**src/rtl/branch_resolution_unit.sv**
```systemverilog
// Execute-side branch resolution: carries fetch predictions through a D/E shadow
// pipeline, checks them against the resolved outcome and issues flush/redirect.
module branch_resolution_unit #(
    parameter int DATA_WIDTH = 32
) (
    input  logic                  clk,
    input  logic                  rst,
    input  logic                  valid_f,
    input  logic [DATA_WIDTH-1:0] pc_f,
    input  logic                  predict_taken_f,
    input  logic [DATA_WIDTH-1:0] pred_target_f,
    input  logic                  stall_d,
    input  logic                  is_branch_e,
    input  logic                  is_jal_e,
    input  logic                  is_jalr_e,
    input  logic                  cond_taken_e,
    input  logic [DATA_WIDTH-1:0] target_e,
    output logic                  mispredict_e,
    output logic [DATA_WIDTH-1:0] redirect_pc,
    output logic                  flush_fd,
    output logic                  flush_de,
    output logic [DATA_WIDTH-1:0] branch_count,
    output logic [DATA_WIDTH-1:0] mispredict_count
);

    logic                  r_valid_d;
    logic [DATA_WIDTH-1:0] r_pc_d;
    logic                  r_ptaken_d;
    logic [DATA_WIDTH-1:0] r_ptarget_d;

    logic                  r_valid_e;
    logic [DATA_WIDTH-1:0] r_pc_e;
    logic                  r_ptaken_e;
    logic [DATA_WIDTH-1:0] r_ptarget_e;

    logic [DATA_WIDTH-1:0] r_branch_count;
    logic [DATA_WIDTH-1:0] r_mispredict_count;

    logic                  w_actual_taken;
    logic                  w_control;
    logic                  w_mispredict;
    logic [DATA_WIDTH-1:0] w_redirect_pc;

    always_comb begin
        w_actual_taken = is_jal_e | is_jalr_e | (is_branch_e & cond_taken_e);
        w_control      = is_branch_e | is_jal_e | is_jalr_e;
        w_mispredict   = r_valid_e &
                         ((w_actual_taken != r_ptaken_e) |
                          (w_actual_taken & r_ptaken_e & (target_e != r_ptarget_e)));
        w_redirect_pc  = '0;
        if (w_mispredict) begin
            // Not-taken correction falls through; the add wraps naturally at the top of memory.
            w_redirect_pc = w_actual_taken ? target_e : (r_pc_e + DATA_WIDTH'(4));
        end
    end

    // Flush takes priority over stall so a wrong-path instruction held in D is discarded.
    always_ff @(posedge clk) begin
        if (rst) begin
            r_valid_d   <= 1'b0;
            r_pc_d      <= '0;
            r_ptaken_d  <= 1'b0;
            r_ptarget_d <= '0;
            r_valid_e   <= 1'b0;
            r_pc_e      <= '0;
            r_ptaken_e  <= 1'b0;
            r_ptarget_e <= '0;
        end else if (w_mispredict) begin
            r_valid_d <= 1'b0;
            r_valid_e <= 1'b0;
        end else if (stall_d) begin
            r_valid_e <= 1'b0;
        end else begin
            r_valid_d   <= valid_f;
            r_pc_d      <= pc_f;
            r_ptaken_d  <= predict_taken_f;
            r_ptarget_d <= pred_target_f;
            r_valid_e   <= r_valid_d;
            r_pc_e      <= r_pc_d;
            r_ptaken_e  <= r_ptaken_d;
            r_ptarget_e <= r_ptarget_d;
        end
    end

    always_ff @(posedge clk) begin
        if (rst) begin
            r_branch_count     <= '0;
            r_mispredict_count <= '0;
        end else begin
            if (r_valid_e && w_control) begin
                r_branch_count <= r_branch_count + DATA_WIDTH'(1);
            end
            if (w_mispredict) begin
                r_mispredict_count <= r_mispredict_count + DATA_WIDTH'(1);
            end
        end
    end

    assign mispredict_e     = w_mispredict;
    assign redirect_pc      = w_redirect_pc;
    assign flush_fd         = w_mispredict;
    assign flush_de         = w_mispredict;
    assign branch_count     = r_branch_count;
    assign mispredict_count = r_mispredict_count;

endmodule

```
**config.mk**
```make
export PLATFORM = sky130hd
export DESIGN_NAME = branch_resolution_unit
export DESIGN_NICKNAME = d
export VERILOG_FILES = /design/src/rtl/branch_resolution_unit.sv
export SDC_FILE = /design/constraint.sdc
export NUM_CORES = 1
export LEC_CHECK = 0
export BUFFER_PORTS_ARGS = -buffer_cell sky130_fd_sc_hd__buf_4
export CAP_MARGIN = 15
export CORE_MARGIN = 2
export CORE_UTILIZATION = 25
export CTS_BUF_LIST = sky130_fd_sc_hd__clkbuf_8 sky130_fd_sc_hd__clkbuf_16
export DETAILED_ROUTE_END_ITERATION = 10
export SYNTH_ARGS = -nofsm -noshare
export SYNTH_HDL_FRONTEND = slang
export SYNTH_SLANG_ARGS = --single-unit
export TNS_END_PERCENT = 30
```
**constraint.sdc**
```tcl
create_clock -name clk -period 3.52 [get_ports clk]
set_input_delay 0.352 -clock clk [delete_from_list [all_inputs] [get_ports clk]]
set_output_delay 0.352 -clock clk [all_outputs]
set_load 0.02 [all_outputs]
```
# Yosys cells after proc, flatten, opt, wreduce, memory -nomap -nowiden
# Cells that the tools add are included.
# totals
register_bits	196
in_bits	105
output_inout_bits	99
elab_cells	32
# op_classes
addsub	3
n_eq_ne	2
mux	2
bitwise_logic	11
n_reduce_logical	4
# op_table
cell	count
$add 32x1->32 const B	2
$mux 32	2
$add 32x3->32 const B	1
$ne 32x32->1	1
$or 1x1->1	5
$and 1x1->1	4
$reduce_or 3->1	1
$not 1->1	2
$reduce_and 2->1	1
$reduce_or 2->1	1
$logic_and 1x1->1	1
$ne 1x1->1	1

# Depth between registers and ports, before layout
# Gate-level depths: netlist of run 1.
# depth
ltp_word	8
ltp_mapped	10
ltp_nobuf	8

# Worst setup path before layout of run 1
# Ideal clock, no wire load.
# synth_timing
path_type	input-to-output
start	input is_branch_e
end	output redirect_pc[25]
arrival_time_ns	2.476
t_required_ns	3.168
path_slack_ns	0.692
path_stages	8
path_buffers	2
cell_sequence	a211oi_1 -> inv_1 -> ha_1 -> and2_1 -> clkbuf_1 -> nor2_8 -> buf_2 -> a211oi_1
# synth_between
elab_chain_cells	7
word_cells_on_any_way	9
classes_between	eq/ne (1); mux (2); bitwise (6)
# synth_rtl
item	line	rtl
start, declared	13	input logic is_branch_e,
$and 1x1->1 *	45	w_actual_taken = is_jal_e | is_jalr_e | (is_branch_e & cond_taken_e);
$or 1x1->1 *	45	
$and 1x1->1 (2 in series)	49	(w_actual_taken & r_ptaken_e & (target_e != r_ptarget_e)));
$or 1x1->1	48	((w_actual_taken != r_ptaken_e) |
$and 1x1->1	47	w_mispredict = r_valid_e &
$mux 32 *	51	if (w_mispredict) begin
end, declared	19	output logic [DATA_WIDTH-1:0] redirect_pc,
# Every way passes the cells marked *; elsewhere a longest branch is shown, timed or not.

# Worst setup path after layout of run 1
# layout_timing
start	register r_ptarget_e[12]
end	output redirect_pc[30]
# layout_between
elab_chain_cells	5
# layout_rtl
item	line	rtl
start, declared	34	logic [DATA_WIDTH-1:0] r_ptarget_e;
start signal, assigned	81	r_ptarget_e <= r_ptarget_d;
$ne 32x32->1	49	
$and 1x1->1	49	
$or 1x1->1	48	
$and 1x1->1	47	
$mux 32	51	
# Every way passes these cells.

==> impl_metrics.toml, run 1 <==
[clocking]
path_clk_slew_ns = 0.08
clock-sinks = 196
cts_made_buffers = 17
tritoncts = "yes"
h-tree-depth = 4
clk_latency_ns = 0.46
cts-resized-gates = 0
cts_root_buf = "clkbuf_16"
hold_buffers = 0
cts_buffer_depth = 2

[synth]
synth-seq-cells = 196
synth_edf_count = 0
async_flop_share_pct = 0
netlist_area_um2 = 9528
ys_seq_area_share_pct = 41.18
synthCells = 1181
yosys_warnings = 0
synth_top_area_share_pct = 41.18
post-synth-top-count-cell = "dfxtp_1"
ys_dominant_reg_cell = "dfxtp_1"
ys_types = 45
yosys-top-cells-count = "dfxtp_1, nand3_1, a21oi_1"
ys_top_cells_by_area = "dfxtp_1, nand3_1, a21oi_1"
syn-num-nets = 1290
avgSynthCellArea_um2 = 8.068
yosysTopAreaCell = "dfxtp_1"

[timing]
worst_pin_slew_ns = 0.9898
finalHoldViolCount = 0
fin_setup_tns_ns = 0
layout_worst_path_cycle_share_pct = 93.68
finalCriticalPeriod_ns = 3.298
setup_viol = 0
relSlewSlack_pct = 34.02
fin_skew_ns = 0.01754
final_max_slew_viol_count = 0
rsz0062_at_grt = "false"
max_freq_mhz = 303.3

[routing]
drc = 0
drt_iter0_markers = 622
ant_nets = 0
viasPerCell = 4.921
wl_per_cell_um = 17.30
vias = 9084
dr.pass1.iters = 5
wl_mm = 31.94

[hold_path]
hold_class = "in -> reg"

[setup_path]
worstSetupStartpoint = "r_ptarget_e[12]$_SDFFE_PP0P_"
slowest_stage = "nand4_1"
r2r_start = "r_ptarget_e[12]$_SDFFE_PP0P_"
cp.required_ns = 3.17
max_stage_delay_ns = 0.41
critPathLaunchType = "flop"
path_buf_inv = 2
end_kind = "primary output"
worst_path_most_repeated_cell = "buf_4"
critical_path_depth = 8
reg2reg_slack_ns = 0.80
arrival_ns = 2.95
critPathTopFamily = "simple AND/OR/NAND/NOR gates"
crit_chain = "xor2_1, nor4_1, nand4_1, o21ba_4, nor2_8, buf_4, a211oi_1, buf_4"
endpoint = "redirect_pc[30]"
worst-setup-path-type = "reg -> out"
path_max_fanout = 29
r2r.worst_path.cells = 7
reg2reg_to = "r_ptarget_e[30]$_SDFFE_PP0P_"

[finish]
nets = 1430
syn_to_final_growth_pct = 26.95
fillerInstances = 4022
fin_area_um2 = 12100
layout-drive-gt1-share_pct = 22.04
fin_cells = 1846

[global_routing]
grt_start_max_net_pins = 135
grt_pass1_wl_mm = 48.54
first_global_vias = 8451
track_usage_pct = 15.93
antenna_found_initial = 4
gr-total-overflow = 0

[place]
placed_cells = 1811
gp_congestion = 0.8948
place_area_um2 = 11460
hpwlAfterDp_mm = 22.72
port_buffers = 203

[job]
cap_violations = 0

[floorplanning]
die-area_um2 = 39690
start_util_pct = 25.36
io_pins = 204
rows = 71
die_y_um = 199.2
fp.dieW_um = 199.2
coreArea_um2 = 37580

[pwr]
p_leak_nw = 4.584
ir_worst_vdd_mv = 0.3210
powerDensity_nw_per_um2 = 398.2

[run_status]
status = "complete, no violations"
[per-layer routing]
metal	track usage, %	up-vias	share of wire [%]
met5	0	-	0.14
met4	4.616	6	1.5
met3	4.743	30	7.7
met2	24.69	278	45
met1	21.31	4306	46
li1	-	4464	-
[placed cells by master, fill, tap and decap left out, types with 4 or more instances in the layout]
| cell | count |
|---|---|
| nor4_1 | 8 |
| dfxtp_1 | 196 |
| inv_1 | 8 |
| a21oi_1 | 162 |
| mux2_2 | 26 |
| ha_1 | 4 |
| a211oi_1 | 30 |
| o21ai_1 | 7 |
| and3_1 | 12 |
| inv_8 | 6 |
| o21ai_0 | 131 |
| xor2_1 | 71 |
| and2_1 | 6 |
| or3_1 | 6 |
| nand4_1 | 20 |
| nand2_1 | 37 |
| and4_1 | 6 |
| nor2b_1 | 28 |
| buf_12 | 8 |
| xnor2_1 | 15 |
| nand3_1 | 165 |
| buf_4 | 213 |
| nor3_1 | 7 |
| nor2_1 | 105 |
| clkbuf_16 | 17 |
[final cells by class]
type / instances / area [um2] / area share [%]
clock inverters: 15 / 191.4 / 1.583
multi-input cells: 876 / 5112 / 42.27
repair buffers: 222 / 1770 / 14.64
inverters: 8 / 30.03 / 0.2483
clock buffers: 17 / 425.4 / 3.517
diodes: 1 / 2.502 / 0.02069
well taps: 511 / 639.4 / 5.286
flip-flops and latches: 196 / 3924 / 32.44
[kinds of logic (layout without fill, tap and decap cells)]
| kind of cell | count (synthesis) | count (layout) | share of synthesized area, % |
|---|---|---|---|
| AND/OR/NAND/NOR | 413 | 413 | 21.98 |
| AO/OA/AOI/OAI | 342 | 342 | 19.17 |
| flip-flops | 196 | 196 | 41.18 |
| buffers and inverters | 109 | 262 | 5.594 |
| XOR/XNOR | 86 | 86 | 7.906 |
| multiplexers | 31 | 31 | 3.638 |
| adder cells (fa/ha/maj) | 4 | 4 | 0.5253 |
| other | 0 | 1 | 0 |
[through the flow]
step	utilization, %	worst slack, ns	power, W	hold slack (ns)
final	32.19	0.2224	0.004816	0.1426
after CTS	32.14	0.0002305	0.004894	0.1130
after detailed placement	30.50	0.3792	0.002816	0.4557
after global routing	32.18	0.08603	0.005029	0.1198
after floorplan	-	0.6922	0.002596	0.4234
after global placement	30.50	0.4374	0.002810	0.4487
[how the worst min path moves through the flow]
| stage | from | end | depth (start not counted) |
|---|---|---|---|
| floorplan | stall_d | r_valid_e$_SDFF_PP0_ | 1 |
| global placement | r_pc_d[16]$_SDFFE_PP0P_ | r_pc_e[16]$_SDFFE_PP0P_ | 2 |
| detailed placement | r_ptarget_d[6]$_SDFFE_PP0P_ | r_ptarget_e[6]$_SDFFE_PP0P_ | 2 |
| CTS | stall_d | r_valid_e$_SDFF_PP0_ | 2 |
| global route | stall_d | r_valid_e$_SDFF_PP0_ | 2 |
| finish | stall_d | r_valid_e$_SDFF_PP0_ | 2 |
[flip-flops by register name (all words and copies together) (netlist names), 32 cells and up]
signal and flops:
r_ptarget_d 32, branch_count 32, r_pc_d 32, r_ptarget_e 32
mispredict_count 32, r_pc_e 32
[what timing repair did]
action                                  CTS  global route
pin swaps                                 1             1
endpoints found under the setup margin    2            30
setup buffers                             0             2
cloned                                    0             0
[worst reg2reg max path, delay by kind of cell, from the launching register on]
kind	cells	cell delay, ns
and+or+nand+nor	3	1.04
DFF	1	0.35
xor gates and xnor gates	1	0.16
AOI/OAI and AO/OA	2	0.73
buffers and inverters	1	0.35
[power by group]
part | switching [W] | internal, W
Sequential | 0.0000484 | 0.00228
Combinational | 0.000246 | 0.000185
Clock | 0.00107 | 0.000985
Note: power is estimated with default switching activity, not from simulation.
==> run 2, diff against run 1 <==
ABC_AREA = 1   (was unset)
clock period = 4 ns   (was 3.52 ns; I/O delays follow)
==> run 2 against run 1 <==
Against the previous run: critical path type unchanged; clock skew shrank 0.0039 ns; first-iteration DRC count grew 29%; largest power group unchanged; synthesized cell count grew 44%; via count increased by 22%; highest routed layer unchanged; utilization shrank 1.1 points; worst hold slack gained 0.047 ns.
==> impl_metrics.toml, run 2 <==
[run_status]
status = "complete, no violations"

[global_routing]
grt_start_max_net_pins = 120
gr-total-overflow = 0
first_global_vias = 10090
track_usage_pct = 16.12
antenna_found_initial = 3
grt_pass1_wl_mm = 56.70

[finish]
final_common_cell = "nand2_1"
nets = 1941
layout-drive-gt1-share_pct = 14.80
fin_cells = 2432
finish.utilization_pct = 31.10
layout_common_cells = "nand2_1, nor2_1, inv_1"
syn_to_final_growth_pct = 22.53
fillerInstances = 4786

[setup_path]
critPathTopFamily = "simple AND/OR/NAND/NOR gates"
slowest_stage = "dfxtp_1"
cp.required_ns = 3.60
reg2reg_slack_ns = 1.28
r2r.worst_path.cells = 14
path_max_fanout = 4
endpoint = "redirect_pc[26]"
worstSetupStartpoint = "r_pc_e[2]$_SDFFE_PP0P_"
path_buf_inv = 1
worst-setup-path-type = "reg -> out"
crit_chain = "ha_1, nand2_1, nor3_2, nand4_1, nor2_1, nand2_1, nor2_1, xor2_1, nor2_1, nor2_1, buf_4"
reg2reg_to = "r_ptarget_d[12]$_SDFFE_PP0P_"
r2r_start = "r_ptarget_e[5]$_SDFFE_PP0P_"
worst_path_most_repeated_cell = "nor2_1"
critical_path_depth = 11
max_stage_delay_ns = 0.40
end_kind = "primary output"
critPathLaunchType = "flop"
arrival_ns = 2.82

[hold_path]
min_from = "stall_d"
hold_class = "in -> reg"

[clocking]
postCtsSetupRepairBufs = 0
tritoncts = "yes"
hold_buffers = 0
h-tree-depth = 4
cts-resized-gates = 0
path_clk_slew_ns = 0.08
cts_buffer_depth = 2
cts_made_buffers = 17
cts_root_buf = "clkbuf_16"
clock-sinks = 196
clk_latency_ns = 0.47

[routing]
drc = 0
wl_per_cell_um = 15.17
viasPerCell = 4.552
dr.pass1.iters = 5
vias = 11070
ant_nets = 0
drt_iter0_markers = 803
wl_mm = 36.89

[place]
port_buffers = 203
hpwlAfterDp_mm = 27.33
placed_cells = 2398
pre_cts_slack_ns = 1.055
gp_congestion = 0.9310

[timing]
fin_skew_ns = 0.01366
max_freq_mhz = 310.1
worst_pin_slew_ns = 1.125
final_max_slew_viol_count = 0
finalHoldViolCount = 0
layout_worst_path_cycle_share_pct = 80.62
setup_viol = 0
rsz0062_at_grt = "false"
fin_setup_tns_ns = 0
relSlewSlack_pct = 24.99
setup_ws_ns = 0.7753
finalCriticalPeriod_ns = 3.225

[pwr]
seqPwrFrac_pct = 47.6
p_int_w = 0.003149
combPwrFrac_pct = 13.6
sw_frac_of_total_pct = 29.73
powerDensity_nw_per_um2 = 333.0
p_clk_share_pct = 38.8
p_leak_nw = 5.942
ir_worst_vdd_mv = 0.2790
p_switching_w = 0.001332

[floorplanning]
fp.dieW_um = 213.6
start_util_pct = 25.38
io_pins = 204
die-area_um2 = 45630
coreArea_um2 = 43270
rows = 76
die_y_um = 213.6

[synth]
ys_types = 36
syn-num-nets = 1810
yosys-top-cells-count = "nand2_1, nor2_1, inv_1"
netlist_area_um2 = 10980
ys_dominant_reg_cell = "dfxtp_1"
synth_top_area_share_pct = 35.73
synth_edf_count = 0
synthCells = 1701
synth-seq-cells = 196
yosys_warnings = 0
async_flop_share_pct = 0
post-synth-top-count-cell = "nand2_1"
yosysTopAreaCell = "dfxtp_1"
ys_seq_area_share_pct = 35.73
avgSynthCellArea_um2 = 6.457
ys_top_cells_by_area = "dfxtp_1, nand2_1, a21oi_1"

[job]
cap_violations = 0
-- run 2: changes by cell type after synthesis, moves of 37 or more --
| cell | delta |
|---|---|
| a21oi_1 | +49 |
| xor2_1 | -41 |
| nor2_1 | +115 |
| inv_1 | +207 |
| nor3_1 | +37 |
| nand2_1 | +313 |
| o21ai_0 | -106 |
-- run 2: logic make-up (layout without fill, tap and decap cells) --
logic type	after synthesis	in the layout	share of synthesized area (%)
AOI/OAI and AO/OA	259	259	12.39
xor gates and xnor gates	76	76	6.061
adders and majority gates	4	4	0.4557
buffers and inverters	320	464	12.18
DFF	196	196	35.73
other	0	2	0
and+or+nand+nor	846	846	33.19
-- run 2: power by group through the flow --
stage | combinational, W | sequential (W) | clock [W]
floorplan | 0.000414 | 0.00215 | 0
global placement | 0.000614 | 0.00218 | 0
detailed placement | 0.000619 | 0.00218 | 0
CTS | 0.000621 | 0.00213 | 0.00180
global route | 0.000693 | 0.00215 | 0.00188
finish | 0.000611 | 0.00213 | 0.00174
-- run 2: layer usage --
| metal | part of all wire, % | GRT usage (%) | wire length [um] |
|---|---|---|---|
| met5 | 0.073 | 0 | 27 |
| met4 | 1.4 | 3.879 | 501 |
| met3 | 6.4 | 3.954 | 2354 |
| met2 | 45 | 25.76 | 16660 |
| met1 | 47 | 21.80 | 17340 |
-- run 2: layout make-up --
type	count	area, um2	area share, %
inverters	218	825.8	6.136
clock inverters	14	140.1	1.041
multi-input cells	1185	5736	42.62
clock buffers	18	439.2	3.263
well taps	585	732.0	5.439
diodes	2	5.005	0.03719
repair buffers	214	1657	12.31
flip-flops and latches	196	3924	29.16
-- run 2: through the flow --
step	cell area, um2	total power [W]	hold WS, ns
floorplan	10980	0.002565	0.4300
global placement	12870	0.002792	0.4362
detailed placement	12870	0.002798	0.4528
CTS	13450	0.004555	0.1445
global route	13450	0.004720	0.1539
finish	13460	0.004482	0.1900
-- run 2: how the worst min path moves through the flow --
stage | endpoint | cells past startpoint
finish | r_valid_e$_SDFF_PP0_ | 2
global route | r_valid_e$_SDFF_PP0_ | 2
CTS | r_valid_e$_SDFF_PP0_ | 2
detailed placement | r_valid_e$_SDFF_PP0_ | 2
global placement | branch_count[31]$_SDFFE_PP0P_ | 1
floorplan | r_valid_e$_SDFF_PP0_ | 2
==> run 3, diff against run 2 <==
ABC_AREA = 0   (was 1)
clock period = 2.75 ns   (was 4 ns; I/O delays follow)
==> run 3 against run 2 <==
Against the previous run: first-iteration DRC count down 15%; critical path depth down 2; die area shrank 13%; largest power group unchanged; register-to-register slack worse by 0.98 ns; largest cell class unchanged; global-route usage down 0.68 points; clock power rose by 45%.
==> impl_metrics.toml, run 3 (synthesis results as in run 1) <==
[run_status]
status = "complete, no violations"

[clocking]
tritoncts = "yes"
clock-sinks = 196
h-tree-depth = 4
clk_latency_ns = 0.46
cts_root_buf = "clkbuf_16"
cts_made_buffers = 17
path_clk_slew_ns = 0.08
cts_buffer_depth = 2

[setup_path]
path_buf_inv = 3
cp.required_ns = 2.48
arrival_ns = 2.44
critPathTopFamily = "simple AND/OR/NAND/NOR gates"
r2r.worst_path.cells = 6
slowest_stage = "dfxtp_2"
max_stage_delay_ns = 0.33
critPathLaunchType = "flop"
path_max_fanout = 32
crit_chain = "xor2_1, nor4_1, nand4_1, buf_6, o21ba_4, nor2_8, buf_12, a211oi_1, buf_4"
critical_path_depth = 9
worst-setup-path-type = "reg -> out"
end_kind = "primary output"

[hold_path]
hold_class = "in -> reg"
hold_depth = 2

[finish]
nets = 1451
fillerInstances = 4002
fin_area_um2 = 12320
final_common_cell = "buf_4"
layout_common_cells = "buf_4, dfxtp_1, nand3_1"
num_antenna_cells = 0
layout-drive-gt1-share_pct = 24.13
syn_to_final_growth_pct = 29.34

[timing]
setup_viol = 0
relSlewSlack_pct = 58.28
final_max_slew_viol_count = 0
rsz0062_at_grt = "true"
worst_pin_slew_ns = 0.6258
setup_ws_ns = 0.03234
finalHoldViolCount = 0
max_freq_mhz = 368.0
fin_skew_ns = 0.01396
layout_worst_path_cycle_share_pct = 98.82
finalCriticalPeriod_ns = 2.718

[floorplanning]
die_y_um = 199.2
die-area_um2 = 39690
rows = 71
io_pins = 204
coreArea_um2 = 37580
fp.dieW_um = 199.2
start_util_pct = 25.36

[global_routing]
first_global_vias = 8546
gr-total-overflow = 0
grt_pass1_wl_mm = 47.13
track_usage_pct = 15.44
antenna_found_initial = 6
grt_start_max_net_pins = 135

[place]
gp_congestion = 0.8906
port_buffers = 203
place_area_um2 = 11680
hpwlAfterDp_mm = 22.78
pre_cts_slack_ns = 0.2382

[routing]
drt_iter0_markers = 681
dr.pass1.iters = 5
drc = 0
ant_nets = 0
wl_mm = 31.08
viasPerCell = 4.867
wl_per_cell_um = 16.65
vias = 9082

[pwr]
p_switching_w = 0.001642
combPwrFrac_pct = 9.4
p_leak_nw = 4.714
p_int_w = 0.004427
p_clk_share_pct = 41.5
ir_worst_vdd_mv = 0.4535
powerDensity_nw_per_um2 = 492.5
seqPwrFrac_pct = 49.1
sw_frac_of_total_pct = 27.06

[job]
cap_violations = 0
## run 3: metal layers
layer,share of wire (%),track usage (%)
met2,44,24.18
met3,7.9,4.101
met1,46,20.73
met4,1.6,4.561
met5,0.26,0
## run 3: cell type report
class | count | area, um2 | area share (%)
clock inverters | 13 | 136.4 | 1.107
inverters | 8 | 30.03 | 0.2437
well taps | 511 | 639.4 | 5.188
flip-flops and latches | 196 | 3929 | 31.88
repair buffers | 243 | 1982 | 16.08
multi-input cells | 876 | 5154 | 41.82
clock buffers | 19 | 452.9 | 3.675
## run 3: path summary, 6_finish.rpt
path | startpoint | endpoint | slack (ns)
hold reg to reg | r_pc_d[14]$_SDFFE_PP0P_ | r_pc_e[14]$_SDFFE_PP0P_ | 0.46
setup reg to reg | mispredict_count[3]$_SDFFE_PP0P_ | mispredict_count[31]$_SDFFE_PP0P_ | 0.30
setup / recovery | r_ptarget_e[30]$_SDFFE_PP0P_ | redirect_pc[21] | 0.03
hold / removal | stall_d | r_valid_e$_SDFF_PP0_ | 0.05
## run 3: what timing repair did
action,in CTS,in global routing
pin swaps,1,0
setup buffers,1,0
hold buffers,0,0
resized for setup,12,3
endpoints found under the setup margin,29,32
## run 3: power groups by stage
stage,clock (W),combinational [W],sequential (W)
after global routing,0.00269,0.000629,0.00299
after CTS,0.00258,0.000576,0.00298
final,0.00252,0.000573,0.00298
after detailed placement,0,0.000573,0.00305
after global placement,0,0.000567,0.00304
after floorplan,0,0.000295,0.00303
## run 3: stage by stage
stage	TNS [ns]	std cells	utilization [%]	hold WS [ns]	total power [W]
finish	0	1866	32.79	0.05375	0.006069
floorplan	0	1181	-	0.3464	0.003324
global placement	0	1833	31.07	0.4449	0.003611
CTS	0	1866	32.78	0.02579	0.006140
global route	-2.669	1866	32.79	0.03743	0.006310
detailed placement	0	1833	31.07	0.4539	0.003619
